[config.mk]
export PLATFORM = sky130hd
export DESIGN_NAME = midi_poly_voice_ctrl
export DESIGN_NICKNAME = d
export VERILOG_FILES = /design/src/rtl/midi_pkg.sv /design/src/rtl/midi_msg_parser.sv /design/src/rtl/midi_poly_voice_ctrl.sv
export SDC_FILE = /design/constraint.sdc
export NUM_CORES = 1
export LEC_CHECK = 0
export CAP_MARGIN = 20
export CORE_UTILIZATION = 40
export CTS_CLUSTER_DIAMETER = 120
export CTS_CLUSTER_SIZE = 24
export DETAILED_ROUTE_END_ITERATION = 6
export PLACE_DENSITY = 0.64
export SLEW_MARGIN = 20
export SYNTH_ARGS = -nofsm -noshare
export SYNTH_HDL_FRONTEND = slang
export SYNTH_HIERARCHICAL = 1
export SYNTH_SLANG_ARGS = --single-unit
export TNS_END_PERCENT = 100
[constraint.sdc]
create_clock -name clk -period 4.76 [get_ports clk]
set_input_delay 1.428 -clock clk [delete_from_list [all_inputs] [get_ports clk]]
set_output_delay 1.428 -clock clk [all_outputs]
set_load 0.03 [all_outputs]
[src/rtl/midi_pkg.sv]
// Shared MIDI constants, parser state encoding and the note-event record
// passed from the message parser to the voice allocator.
package midi_pkg;

  localparam logic [3:0] NOTE_OFF = 4'h8;
  localparam logic [3:0] NOTE_ON  = 4'h9;
  localparam logic [3:0] PROG     = 4'hC;
  localparam logic [3:0] CHPR     = 4'hD;
  localparam logic [3:0] SYS      = 4'hF;

  // P_SYSEX behaves as IDLE except that data bytes are swallowed silently.
  typedef enum logic [2:0] {
    P_IDLE,
    P_SYSEX,
    P_D1,
    P_D2,
    P_SKIP1,
    P_SKIP2A,
    P_SKIP2B
  } parse_state_e;

  typedef struct packed {
    logic       is_on;
    logic [6:0] note;
    logic [6:0] vel;
  } midi_event_t;

  function automatic logic is_realtime(input logic [7:0] b);
    return b[7:3] == 5'b11111;
  endfunction

endpackage

[src/rtl/midi_msg_parser.sv]
// MIDI byte-stream parser with running status. Emits a combinational
// one-cycle note event on the byte_valid carrying the final data byte.
module midi_msg_parser
  import midi_pkg::*;
#(
  parameter int MIDI_CHAN = 0
) (
  input  logic        clk,
  input  logic        rst,
  input  logic [7:0]  byte_in,
  input  logic        byte_valid,
  output logic        evt_valid,
  output midi_event_t evt,
  output logic        stray
);

  localparam logic [3:0] CHAN = 4'(MIDI_CHAN);

  parse_state_e state_reg, state_next;
  logic         on_reg, on_next;
  logic [6:0]   note_reg, note_next;
  logic [3:0]   nibble;

  assign nibble = byte_in[7:4];

  always_ff @(posedge clk) begin
    if (rst) begin
      state_reg <= P_IDLE;
      on_reg    <= 1'b0;
      note_reg  <= '0;
    end else begin
      state_reg <= state_next;
      on_reg    <= on_next;
      note_reg  <= note_next;
    end
  end

  always_comb begin
    state_next = state_reg;
    on_next    = on_reg;
    note_next  = note_reg;
    evt_valid  = 1'b0;
    evt        = '0;
    stray      = 1'b0;
    if (byte_valid) begin
      if (byte_in[7]) begin
        // Real-time bytes are transparent; any other status aborts a partial message.
        if (!is_realtime(byte_in)) begin
          if (nibble == SYS) begin
            state_next = P_SYSEX;
          end else if ((nibble == NOTE_ON || nibble == NOTE_OFF) && byte_in[3:0] == CHAN) begin
            state_next = P_D1;
            on_next    = (nibble == NOTE_ON);
          end else if (nibble == PROG || nibble == CHPR) begin
            state_next = P_SKIP1;
          end else begin
            state_next = P_SKIP2A;
          end
        end
      end else begin
        case (state_reg)
          P_IDLE:   stray = 1'b1;
          P_SYSEX:  ;
          P_D1: begin
            note_next  = byte_in[6:0];
            state_next = P_D2;
          end
          P_D2: begin
            evt_valid  = 1'b1;
            evt.is_on  = on_reg && (byte_in[6:0] != 7'd0);
            evt.note   = note_reg;
            evt.vel    = byte_in[6:0];
            state_next = P_D1;
          end
          P_SKIP1:  ;
          P_SKIP2A: state_next = P_SKIP2B;
          P_SKIP2B: state_next = P_SKIP2A;
          default:  state_next = P_IDLE;
        endcase
      end
    end
  end

endmodule

[src/rtl/midi_poly_voice_ctrl.sv]
// Polyphonic MIDI front end: parses note messages and allocates them across
// NUM_VOICES voices. Define VOICE_STEAL_EN to steal the oldest voice when full.
module midi_poly_voice_ctrl
  import midi_pkg::*;
#(
  parameter int NUM_VOICES = 4,
  parameter int MIDI_CHAN  = 0
) (
  input  logic                    clk,
  input  logic                    rst,
  input  logic [7:0]              byte_in,
  input  logic                    byte_valid,
  input  logic                    all_off,
  output logic [7*NUM_VOICES-1:0] voice_note,
  output logic [7*NUM_VOICES-1:0] voice_vel,
  output logic [NUM_VOICES-1:0]   voice_active,
  output logic [NUM_VOICES-1:0]   voice_trig,
  output logic                    drop_pulse
);

  localparam int AGE_W = (NUM_VOICES > 1) ? $clog2(NUM_VOICES) : 1;
  localparam int IDX_W = AGE_W;
  localparam logic [AGE_W-1:0] AGE_MAX = AGE_W'(NUM_VOICES - 1);

  logic        evt_valid;
  midi_event_t evt;
  logic        stray;

  midi_msg_parser #(.MIDI_CHAN(MIDI_CHAN)) u_parser (
    .clk        (clk),
    .rst        (rst),
    .byte_in    (byte_in),
    .byte_valid (byte_valid),
    .evt_valid  (evt_valid),
    .evt        (evt),
    .stray      (stray)
  );

  logic [6:0]       note_reg   [NUM_VOICES];
  logic [6:0]       note_next  [NUM_VOICES];
  logic [6:0]       vel_reg    [NUM_VOICES];
  logic [6:0]       vel_next   [NUM_VOICES];
  logic [AGE_W-1:0] age_reg    [NUM_VOICES];
  logic [AGE_W-1:0] age_next   [NUM_VOICES];
  logic [NUM_VOICES-1:0] active_reg, active_next;
  logic [NUM_VOICES-1:0] trig_reg, trig_next;
  logic                  drop_reg, drop_next;

  logic [NUM_VOICES-1:0] hit_mask;
  logic [NUM_VOICES-1:0] free_mask;
  logic [IDX_W-1:0]      hit_idx, free_idx, tgt_idx;
  logic                  do_alloc;

  for (genvar gi = 0; gi < NUM_VOICES; gi++) begin : g_voice
    assign hit_mask[gi]          = active_reg[gi] && (note_reg[gi] == evt.note);
    assign free_mask[gi]         = !active_reg[gi];
    assign voice_note[7*gi +: 7] = note_reg[gi];
    assign voice_vel[7*gi +: 7]  = vel_reg[gi];
  end

  assign voice_active = active_reg;
  assign voice_trig   = trig_reg;
  assign drop_pulse   = drop_reg;

  // Descending scans so the lowest matching index wins.
  always_comb begin
    hit_idx  = '0;
    free_idx = '0;
    for (int i = NUM_VOICES - 1; i >= 0; i--) begin
      if (hit_mask[i])  hit_idx  = IDX_W'(i);
      if (free_mask[i]) free_idx = IDX_W'(i);
    end
  end

`ifdef VOICE_STEAL_EN
  logic [IDX_W-1:0] old_idx;
  logic [AGE_W-1:0] old_age;

  // Strict compare keeps the lowest index among equally old voices.
  always_comb begin
    old_idx = '0;
    old_age = age_reg[0];
    for (int i = 1; i < NUM_VOICES; i++) begin
      if (age_reg[i] > old_age) begin
        old_idx = IDX_W'(i);
        old_age = age_reg[i];
      end
    end
  end
`endif

  always_comb begin
    note_next   = note_reg;
    vel_next    = vel_reg;
    age_next    = age_reg;
    active_next = active_reg;
    trig_next   = '0;
    drop_next   = stray;
    do_alloc    = 1'b0;
    tgt_idx     = '0;
    if (all_off) begin
      active_next = '0;
      for (int i = 0; i < NUM_VOICES; i++) age_next[i] = '0;
    end else if (evt_valid) begin
      if (evt.is_on) begin
        do_alloc = 1'b1;
        if (|hit_mask) begin
          tgt_idx = hit_idx;
        end else if (|free_mask) begin
          tgt_idx = free_idx;
        end else begin
`ifdef VOICE_STEAL_EN
          tgt_idx = old_idx;
`else
          do_alloc  = 1'b0;
          drop_next = 1'b1;
`endif
        end
        if (do_alloc) begin
          for (int i = 0; i < NUM_VOICES; i++) begin
            if (IDX_W'(i) == tgt_idx) begin
              note_next[i]   = evt.note;
              vel_next[i]    = evt.vel;
              active_next[i] = 1'b1;
              age_next[i]    = '0;
              trig_next[i]   = 1'b1;
            end else if (active_reg[i] && age_reg[i] != AGE_MAX) begin
              age_next[i] = age_reg[i] + 1'b1;
            end
          end
        end
      end else begin
        // Note/velocity are kept so the wave generator can run its release.
        for (int i = 0; i < NUM_VOICES; i++) begin
          if (hit_mask[i]) active_next[i] = 1'b0;
        end
      end
    end
  end

  always_ff @(posedge clk) begin
    if (rst) begin
      for (int i = 0; i < NUM_VOICES; i++) begin
        note_reg[i] <= '0;
        vel_reg[i]  <= '0;
        age_reg[i]  <= '0;
      end
      active_reg <= '0;
      trig_reg   <= '0;
      drop_reg   <= 1'b0;
    end else begin
      note_reg   <= note_next;
      vel_reg    <= vel_next;
      age_reg    <= age_next;
      active_reg <= active_next;
      trig_reg   <= trig_next;
      drop_reg   <= drop_next;
    end
  end

endmodule
==> results of run 1 <==
[placed cells by master, fill, tap and decap left out, types with 2 or more instances in the layout]
| cell | n |
|---|---|
| sky130_fd_sc_hd__or3_1 | 2 |
| sky130_fd_sc_hd__nor3b_1 | 2 |
| sky130_fd_sc_hd__nand2_1 | 10 |
| sky130_fd_sc_hd__nand3_1 | 17 |
| sky130_fd_sc_hd__inv_1 | 5 |
| sky130_fd_sc_hd__xnor2_1 | 28 |
| sky130_fd_sc_hd__o211a_1 | 2 |
| sky130_fd_sc_hd__dfxtp_1 | 76 |
| sky130_fd_sc_hd__clkdlybuf4s50_1 | 75 |
| sky130_fd_sc_hd__a41o_1 | 2 |
| sky130_fd_sc_hd__bufinv_16 | 2 |
| sky130_fd_sc_hd__mux2i_1 | 49 |
| sky130_fd_sc_hd__nor2_1 | 44 |
| sky130_fd_sc_hd__a21oi_1 | 22 |
| sky130_fd_sc_hd__nor2_2 | 2 |
| sky130_fd_sc_hd__clkbuf_8 | 9 |
| sky130_fd_sc_hd__nand2b_1 | 29 |
| sky130_fd_sc_hd__nor3_1 | 5 |
| sky130_fd_sc_hd__o211ai_1 | 3 |
| sky130_fd_sc_hd__o21ai_0 | 20 |
| sky130_fd_sc_hd__and3b_1 | 3 |
| sky130_fd_sc_hd__clkinvlp_4 | 2 |
| sky130_fd_sc_hd__nand4_1 | 9 |
| sky130_fd_sc_hd__buf_4 | 18 |
| sky130_fd_sc_hd__and2_1 | 13 |
[power by group]
part / leakage (nW) / switching (mW) / internal, mW / total, mW
combinational: 0.889 / 0.0236 / 0.0197 / 0.0433
sequential: 0.612 / 0.00274 / 0.637 / 0.640
clock: 0.102 / 0.244 / 0.295 / 0.539
[worst max-delay path, cell delays in order]
cell and delay, ns:
sky130_fd_sc_hd__clkdlybuf4s50_1 0.52, sky130_fd_sc_hd__nor3b_1 0.35, sky130_fd_sc_hd__and3_2 0.39, sky130_fd_sc_hd__and2_1 0.36, sky130_fd_sc_hd__buf_4 0.19, sky130_fd_sc_hd__xnor2_1 0.12
sky130_fd_sc_hd__nand4_1 0.19, sky130_fd_sc_hd__nor2_1 0.30, sky130_fd_sc_hd__buf_4 0.19, sky130_fd_sc_hd__o41a_2 0.30, sky130_fd_sc_hd__o21ai_0 0.13, sky130_fd_sc_hd__a21oi_1 0.17
[metal layers]
metal / wire length (um) / share of wire (%) / track usage (%) / up-vias
met1: 4420 / 48 / 25.9 / 1453
met4: 144 / 1.6 / 6.89 / 0
met3: 370 / 4.0 / 5.25 / 12
li1: - / - / - / 1525
met5: 0 / 0 / 0 / -
met2: 4250 / 46 / 31.3 / 85
[cell type report]
type                       count  area share, %
multi-input combinational    289           41.6
sequential                    76           31.7
timing repair buffer          95           19.0
tap                          111           2.89
clock buffer                  10           2.66
clock inverter                 6           1.85
inverter                       5          0.391
[logic make-up after synthesis]
logic type	after synthesis	synth area share [%]
simple gates	149	21.9
flops	76	40.5
compound gates	62	10.8
mux	49	13.1
buf+inv	36	6.73
xor+xnor	29	6.96
[final timing paths]
kind                            cells after the start                        end  slack [ns]                          startpoint
worst max register to register                     11  voice_vel[0]$_SDFFE_PP0P_        1.64  u_parser/state_reg[2]$_SDFFE_PP0P_
worst min-delay path                                2  voice_vel[9]$_SDFFE_PP0P_        0.48           voice_vel[9]$_SDFFE_PP0P_
worst max-delay path                               12  voice_vel[0]$_SDFFE_PP0P_        0.40                          byte_valid
worst min register to register                      2  voice_vel[9]$_SDFFE_PP0P_        0.48           voice_vel[9]$_SDFFE_PP0P_
[timing repair]
| action | CTS | global route |
|---|---|---|
| resized for setup | 0 | 1 |
| endpoints found under the hold margin | 0 | 0 |
| setup endpoints to repair | 0 | 13 |
==> impl_results.md, run 1 <==
* Status: finished clean
* Capturing element type of the critical path: register
* Final critical delay including setup and external delays at 4.36 ns
* Skew-Pair Late Insertion Delay at 0.36 ns
* # fillers at 850
* Total routing usage reported by global routing at 19.8%
* Path type of the worst min-delay path: reg -> reg
* Final clock skew at 0.00754 ns
* Top cell type by total area after synthesis: sky130_fd_sc_hd__dfxtp_1
* Via-to-Cell Ratio at 5.19
* Total Power at 1.22 mW
* Number of inserted diodes at 0
* Count of placed standard cells including taps at 576
* VDD IR max at 0.140 mV
* Hold-fix buffer count after cts at 0
* Final design area excluding fillers at 0.00480 sq mm
* Number of enable-type register cells in the synthesized netlist at 0
* Multi-input gate area at 0.00200 sq mm
* Buffers from clock root to sink, at most at 2
* Ratio of total power to cell area at 255 mW/mm^2
* Post-synthesis average cell area at 9.37 sq um
* Final setup slack of the worst path at 0.396 ns
* Remaining antenna violation count after routing at 0
* Placed Area at 0.00458 sq mm
* Count of input and output buffers at 76
* Most instantiated flip-flop cell in the synthesis netlist: sky130_fd_sc_hd__dfxtp_1
* Average detailed-routed wire length per instance at 15.5 um
* Number of max-cap violations at 0
* Effective utilization at floorplan at 41.1%
* Number of pins with negative max-slew slack in the final report at 0
* Final period utilization at 91.7%
* Flip-flop and latch count after synthesis at 76
* Share of the synthesized area in the top cell type at 40.5%
* CTS tree: yes
* Number of global-route vias before repair at 2968
* Share of the core filled with cells in the final layout at 52.5%
* Warnings from Yosys at 6
* I/O Pins at 77
* Fraction of the yosys area taken by sequential cells at 40.5%
* Nets at 488
* Register clock-pin slew on the reported worst setup and hold paths at 0.08 ns
* Critical path arrival at 4.65 ns
* Total count of hold-check failures in the final report at 0
* Total vias in the final route at 3075
* Setup repair after global routing missed its margin: false
* Routability Congestion at 0.854
* Wirelength, routed at 9180 um
* CP max FO at 15
* Horizontal die dimension at 98.9 um
* Number of clock buffers inserted by TritonCTS at 9
* Pin count of the biggest net entering global routing at 36
* CTS Sinks at 76
* DRC violation total after the first TritonRoute iteration at 95
* Most instantiated cells after synthesis: 76 x sky130_fd_sc_hd__dfxtp_1, 49 x sky130_fd_sc_hd__mux2i_1, 44 x sky130_fd_sc_hd__nor2_1
* Number of endpoints failing setup at the final stage at 0
* Top cells by area, synth: sky130_fd_sc_hd__dfxtp_1 40%, sky130_fd_sc_hd__mux2i_1 13%, sky130_fd_sc_hd__xnor2_1 6.5%, sky130_fd_sc_hd__nand2b_1 4.8%, sky130_fd_sc_hd__nor2_1 4.4%
* Unique cell type count in the Yosys netlist at 53
* CTS Root Cell: sky130_fd_sc_hd__clkbuf_8
* Class of the most critical setup path: in -> reg
* Crit path required time at 5.05 ns
* Storage element area at 0.00152 sq mm
* Initial antenna violation count at 0
* Floorplan die height at 98.9 um
* Lkg Pwr at 1.60 nW
* Most numerous cell in the Yosys netlist: sky130_fd_sc_hd__dfxtp_1
* Worst slew pin tran at 0.830 ns
* Number of core rows at 35
* Area of the placeable core at 0.00915 sq mm
* Post-DP HPWL at 6710 um
* Synth-to-layout area growth at 27.8%
* Wire length of the first global-routing pass at 14900 um
* Post-route DRC violation count at 0
* Share of synthesized flip-flops with an asynchronous set or reset at 0%
* Buffer count from post-CTS setup fixing at 0
* First drt pass iteration count at 4
* Post-Place Worst Slack at -0.151 ns
* Worst relative slew slack at 44.5%
* Setup total negative slack at 0 ns
* Post-route insts no fill at 592
* Number of H-tree branching levels at 3
* Kind of start point of the critical path: input port
* Final hold slack at 0.479 ns
* Share of post-route cells with drive strength above 1 at 10.6%
* Gate count after technology mapping at 401
* Floorplan die area at 0.00979 sq mm
* Summed instance area of the synthesized netlist at 0.00376 sq mm
* Highest clock frequency the design can meet at 229 MHz
* Gr ovfl total at 0
* Total nets after synthesis at 413
Note: power is estimated with default switching activity, not from simulation.
==> run 2: changes to the inputs <==
==> constraint.sdc (replaced) <==
create_clock -name clk -period 5.5 [get_ports clk]
set_input_delay 1.65 -clock clk [delete_from_list [all_inputs] [get_ports clk]]
set_output_delay 1.65 -clock clk [all_outputs]
set_load 0.03 [all_outputs]
==> impl_results.md, run 2 (synthesis gave the netlist of run 1 again) <==
* Setup repair after global routing missed its margin: false
* Amount of wire on met3 after detailed routing at 514 um
* Crit path required time at 5.78 ns
* Worst slew pin tran at 0.866 ns
* Skew-Pair Late Insertion Delay at 0.35 ns
* Routed metal-1 wire length at 4050 um
* Effective utilization at floorplan at 41.1%
* Internal power contribution at 0.773 mW
* Total Power at 0.992 mW
* Gr ovfl total at 0
* Average detailed-routed wire length per instance at 15.6 um
* Lkg Pwr at 1.52 nW
* Floorplan die height at 98.9 um
* Setup total negative slack at 0 ns
* Final clock skew at 0.00903 ns
* Critical path arrival at 5.18 ns
* Delay of the slowest cell on the worst path at 0.56 ns
* Met2 wire len at 4290 um
* Combinational Power Share at 3.7%
* Share of the core filled with cells in the final layout at 50.8%
* CTS Sinks at 76
* Net switching component of the power at 0.219 mW
* Number of max-cap violations at 0
* Buffer count from post-CTS setup fixing at 0
* Worst relative slew slack at 42.3%
* Buf+Inv Stages, Crit Path at 1
* Kind of start point of the critical path: input port
* Number of pins with negative max-slew slack in the final report at 0
* Register-to-register setup slack at 2.16 ns
* Ratio of total power to cell area at 213 mW/mm^2
* VDD IR max at 0.125 mV
* Buffers from clock root to sink, at most at 2
* Routability Congestion at 0.829
* Post-DP HPWL at 6450 um
* Share of post-route cells with drive strength above 1 at 7.91%
* Instance count along the most critical hold path at 2
* Number of global-route vias before repair at 2946
* Reg2reg end: voice_vel[1]$_SDFFE_PP0P_
* Synth-to-layout area growth at 23.8%
* Status: finished clean
* Post-Place Worst Slack at 0.270 ns
* Switching part of the total power at 22.1%
* Initial antenna violation count at 0
* Ordered list of cells on the worst path: clkdlybuf4s50_1, nor3b_1, and3_2, and2_1, xnor2_1, nand4_1, nor2_2, o41a_1, o21ai_0, a21oi_1
* I/O Pins at 77
* Area of the placeable core at 0.00915 sq mm
* Multi-input gate area at 0.00198 sq mm
* Kind of cell adding the most delay to the critical path: simple AND/OR/NAND/NOR gates
* Most common cell after layout, fill and taps aside: sky130_fd_sc_hd__dfxtp_1
* Hold path startpoint: voice_vel[13]$_SDFFE_PP0P_
* Highest clock frequency the design can meet at 204 MHz
* Via-to-Cell Ratio at 5.26
* First drt pass iteration count at 4
* Horizontal die dimension at 98.9 um
* Wirelength, routed at 9050 um
* CTS Root Cell: sky130_fd_sc_hd__clkbuf_8
* Final period utilization at 89.2%
* Post-route DRC violation count at 0
* Most frequent cells in the layout: 76 x sky130_fd_sc_hd__dfxtp_1, 75 x sky130_fd_sc_hd__clkdlybuf4s50_1, 49 x sky130_fd_sc_hd__mux2i_1, 44 x sky130_fd_sc_hd__nor2_1, 29 x sky130_fd_sc_hd__nand2b_1
* Capturing element type of the critical path: register
* Final critical delay including setup and external delays at 4.90 ns
* Final setup slack of the worst path at 0.597 ns
* Highest metal used: met4
* DRC violation total after the first TritonRoute iteration at 145
* Floorplan die area at 0.00979 sq mm
* Register clock-pin slew on the reported worst setup and hold paths at 0.08 ns
* Storage element area at 0.00152 sq mm
* Remaining antenna violation count after routing at 0
* Count of input and output buffers at 76
* CP max FO at 15
* Total routing usage reported by global routing at 19.1%
* Number of inserted diodes at 0
* Hold Path Sink: voice_vel[13]$_SDFFE_PP0P_
* Number of endpoints failing setup at the final stage at 0
* Number of H-tree branching levels at 3
* Nets at 476
* Number of core rows at 35
* Number of cells on the critical path at 10
* Reg2reg path depth at 9
* Cells resized by post-CTS repair at 0
* Hold-fix buffer count after cts at 0
* Path type of the worst min-delay path: reg -> reg
* Pin count of the biggest net entering global routing at 53
* Seq pwr share at 55.8%
* Number of clock buffers inserted by TritonCTS at 9
* Total count of hold-check failures in the final report at 0
* Class of the most critical setup path: in -> reg
* Final hold slack at 0.476 ns
* Total vias in the final route at 3043
* Crit Reg-Reg Startpoint: u_parser/state_reg[2]$_SDFFE_PP0P_
* CTS tree: yes
* # fillers at 868
* Clock share of power at 40.5%
* Critical Path Slowest Stage Cell: sky130_fd_sc_hd__clkdlybuf4s50_1
* Wire length of the first global-routing pass at 14600 um
## run 2: worst max path at each step
stage | startpoint | end | slack [ns]
after floorplan | byte_in[7] | voice_note[17]$_SDFFE_PP0P_ | 1.38
after global placement | byte_in[7] | voice_vel[6]$_SDFFE_PP0P_ | 0.40
after detailed placement | byte_in[7] | voice_vel[1]$_SDFFE_PP0P_ | 0.27
after CTS | byte_in[7] | voice_vel[1]$_SDFFE_PP0P_ | 0.63
after global routing | byte_in[7] | voice_vel[1]$_SDFFE_PP0P_ | 0.27
final | byte_in[7] | voice_vel[1]$_SDFFE_PP0P_ | 0.60
## run 2: final cells by class
class,instances,share of cell area (%)
tap,111,2.99
sequential,76,32.7
inverter,5,0.403
timing repair buffer,83,17.4
clock buffer,10,2.74
clock inverter,5,1.16
multi-input combinational,289,42.6
## run 2: through the flow
step,std cells,instance area [sq um]
floorplan,401,3760
global placement,564,4470
detailed placement,564,4470
CTS,579,4650
global route,579,4650
finish,579,4650
## run 2: metal layers
metal  global-route usage [%]  up-vias
li1                         -     1502
met4                     7.69        0
met5                        0        -
met1                     24.0     1424
met2                     31.1      100
met3                     4.96       17
## run 2: power groups by stage
| stage | clock network, mW | registers, mW | logic, mW |
|---|---|---|---|
| 6_report | 0.402 | 0.554 | 0.0363 |
| 5_1_grt | 0.434 | 0.554 | 0.0398 |
| 4_1_cts | 0.413 | 0.554 | 0.0363 |
| 3_5_place_dp | 0 | 0.567 | 0.0362 |
| 3_3_place_gp | 0 | 0.567 | 0.0357 |
| 2_1_floorplan | 0 | 0.567 | 0.0218 |
## run 2: worst min-delay path: cells and delay by family, from the launching register on
kind | cells | cell delay, ns
mux | 1 | 0.06
simple gates | 1 | 0.06
flops | 1 | 0.31
==> run 3: changes to the inputs <==
--- a/config.mk
+++ b/config.mk
@@ -10,7 +10,9 @@
 export CTS_CLUSTER_DIAMETER = 120
 export CTS_CLUSTER_SIZE = 24
 export DETAILED_ROUTE_END_ITERATION = 6
-export PLACE_DENSITY = 0.64
+export GPL_ROUTABILITY_DRIVEN = 0
+export GPL_TIMING_DRIVEN = 0
+export PLACE_DENSITY = 0.62
 export SLEW_MARGIN = 20
 export SYNTH_ARGS = -nofsm -noshare
 export SYNTH_HDL_FRONTEND = slang
==> impl_results.md, run 3 (synthesis gave the netlist of run 1 again) <==
* Delay of the slowest cell on the worst path at 0.52 ns
* Register-to-register setup slack at 2.26 ns
* Skew-Pair Late Insertion Delay at 0.35 ns
* Kind of start point of the critical path: input port
* CP max FO at 10
* Number of clock buffers inserted by TritonCTS at 9
* Average detailed-routed wire length per instance at 15.8 um
* Number of endpoints failing setup at the final stage at 0
* Final critical delay including setup and external delays at 4.70 ns
* Post-DP HPWL at 7080 um
* CTS Root Cell: sky130_fd_sc_hd__clkbuf_8
* Post-Place Worst Slack at 0.472 ns
* Number of inserted diodes at 0
* Count of input and output buffers at 75
* Status: finished clean
* Most frequent CP cell: sky130_fd_sc_hd__buf_6
* Effective utilization at floorplan at 41.1%
* Final period utilization at 85.5%
* Met2 wire len at 4520 um
* First drt pass iteration count at 4
* Final clock skew at 0.00970 ns
* Lkg Pwr at 1.61 nW
* Highest clock frequency the design can meet at 213 MHz
* Nets at 499
* DRC violation total after the first TritonRoute iteration at 76
* Total vias in the final route at 3080
* VDD IR max at 0.114 mV
* Hold-fix buffer count after cts at 0
* Crit path required time at 5.73 ns
* Gr ovfl total at 0
* Worst relative slew slack at 63.2%
* Share of the core filled with cells in the final layout at 53.0%
* Reg2reg end: voice_note[25]$_SDFFE_PP0P_
* Worst slew pin tran at 0.546 ns
* Post-route DRC violation count at 0
* Hold path startpoint: voice_vel[13]$_SDFFE_PP0P_
* Critical Path Slowest Stage Cell: sky130_fd_sc_hd__clkdlybuf4s50_1
* CTS Sinks at 76
* First element of the critical path: byte_valid
* Synth-to-layout area growth at 29.2%
* Initial antenna violation count at 0
* Capture point of the worst path: voice_note[25]$_SDFFE_PP0P_
* Highest metal used: met4
* Floorplan die height at 98.9 um
* Count of placed standard cells including taps at 587
* Total count of hold-check failures in the final report at 0
* Ratio of total power to cell area at 214 mW/mm^2
* Routed metal-1 wire length at 4600 um
* Number of core rows at 35
* Total routing usage reported by global routing at 20.2%
* Class of the most critical setup path: in -> reg
* Number of pins with negative max-slew slack in the final report at 0
* Amount of wire on met3 after detailed routing at 313 um
* Most frequent cells in the layout: 76 x sky130_fd_sc_hd__dfxtp_1, 75 x sky130_fd_sc_hd__clkdlybuf4s50_1, 49 x sky130_fd_sc_hd__mux2i_1, 44 x sky130_fd_sc_hd__nor2_1, 29 x sky130_fd_sc_hd__nand2b_1
* Setup repair after global routing missed its margin: false
* Buffer count from post-CTS setup fixing at 0
* Register clock-pin slew on the reported worst setup and hold paths at 0.09 ns
* Wirelength, routed at 9550 um
* Final setup slack of the worst path at 0.797 ns
* Wire length of the first global-routing pass at 15200 um
* Post-route insts no fill at 603
* Number of max-cap violations at 0
* Area of the placeable core at 0.00915 sq mm
* Ordered list of cells on the worst path: clkdlybuf4s50_1, nor3b_1, and3_2, buf_6, and2_1, buf_6, xnor2_1, nand4_1, o22ai_1, nor4b_4, buf_6, mux2i_1, nor2_1
* I/O Pins at 77
* Path type of the worst min-delay path: reg -> reg
* Critical path arrival at 4.93 ns
* Number of global-route vias before repair at 2949
* Buf+Inv Stages, Crit Path at 4
* Horizontal die dimension at 98.9 um
* Buffers from clock root to sink, at most at 2
* Kind of cell adding the most delay to the critical path: simple AND/OR/NAND/NOR gates
* Floorplan die area at 0.00979 sq mm
* Setup total negative slack at 0 ns
* Reg2reg path depth at 12
* Via-to-Cell Ratio at 5.11
* Capturing element type of the critical path: register
* Cells resized by post-CTS repair at 0
* Share of post-route cells with drive strength above 1 at 10.4%
* Number of cells on the critical path at 13
* Number of H-tree branching levels at 3
* Remaining antenna violation count after routing at 0
* Pin count of the biggest net entering global routing at 15
* Most common cell after layout, fill and taps aside: sky130_fd_sc_hd__dfxtp_1
* CTS tree: yes
* Final hold slack at 0.475 ns
* Crit Reg-Reg Startpoint: u_parser/state_reg[2]$_SDFFE_PP0P_
-- run 3: changes by cell type in the layout (fill, tap and decap cells not counted), moves of 2 or more --
cell,previous run,this run
sky130_fd_sc_hd__inv_6,0,2
sky130_fd_sc_hd__buf_6,0,12
sky130_fd_sc_hd__buf_4,7,1
sky130_fd_sc_hd__buf_2,1,5
sky130_fd_sc_hd__clkbuf_1,1,11
sky130_fd_sc_hd__clkinv_2,3,0
sky130_fd_sc_hd__clkinvlp_4,0,3
-- run 3: per-stage QoR --
step	total power [mW]	instance area, sq um
2_1_floorplan	0.588	3760
3_3_place_gp	0.607	4650
3_5_place_dp	0.607	4650
4_1_cts	1.05	4850
5_1_grt	1.08	4850
6_report	1.04	4850
-- run 3: layer usage --
layer  up-vias  GRT usage [%]
met4         0           6.89
li1       1553              -
met5         -              0
met3        10           3.12
met1      1454           26.7
met2        63           33.7
-- run 3: layout make-up --
cell class              count  area, sq um
fillers                   884         4300
multi-input cells         289         1980
flip-flops and latches     76         1520
repair buffers             75          751
plain buffers              31          234
well taps                 111          139
clock buffers              10          138
clock inverters             6         70.1
inverters                   5         18.8
-- run 3: power by group --
part	internal, mW	switching [mW]	total, mW
Clock	0.225	0.222	0.447
Combinational	0.0177	0.0229	0.0405
Sequential	0.552	0.00188	0.553
Total	0.794	0.246	1.04
-- run 3: worst reg2reg max path, stage by stage, from the launching register on --
cell	delay [ns]
sky130_fd_sc_hd__dfxtp_1	0.35
sky130_fd_sc_hd__nor3b_1	0.37
sky130_fd_sc_hd__and3_2	0.32
sky130_fd_sc_hd__buf_6	0.15
sky130_fd_sc_hd__and2_1	0.14
sky130_fd_sc_hd__buf_6	0.15
sky130_fd_sc_hd__xnor2_1	0.13
sky130_fd_sc_hd__nand4_1	0.21
sky130_fd_sc_hd__o22ai_1	0.28
sky130_fd_sc_hd__nor4b_4	0.50
sky130_fd_sc_hd__buf_6	0.25
sky130_fd_sc_hd__mux2i_1	0.21
sky130_fd_sc_hd__nor2_1	0.06
-- run 3: worst min-delay path by stage --
stage	slack, ns	end	cells past startpoint
2_1_floorplan	0.45	u_parser/on_reg$_SDFFE_PP0P_	2
3_3_place_gp	0.46	u_parser/on_reg$_SDFFE_PP0P_	2
3_5_place_dp	0.47	voice_vel[8]$_SDFFE_PP0P_	2
4_1_cts	0.48	voice_vel[13]$_SDFFE_PP0P_	2
5_1_grt	0.50	voice_vel[13]$_SDFFE_PP0P_	2
6_report	0.48	voice_vel[13]$_SDFFE_PP0P_	2
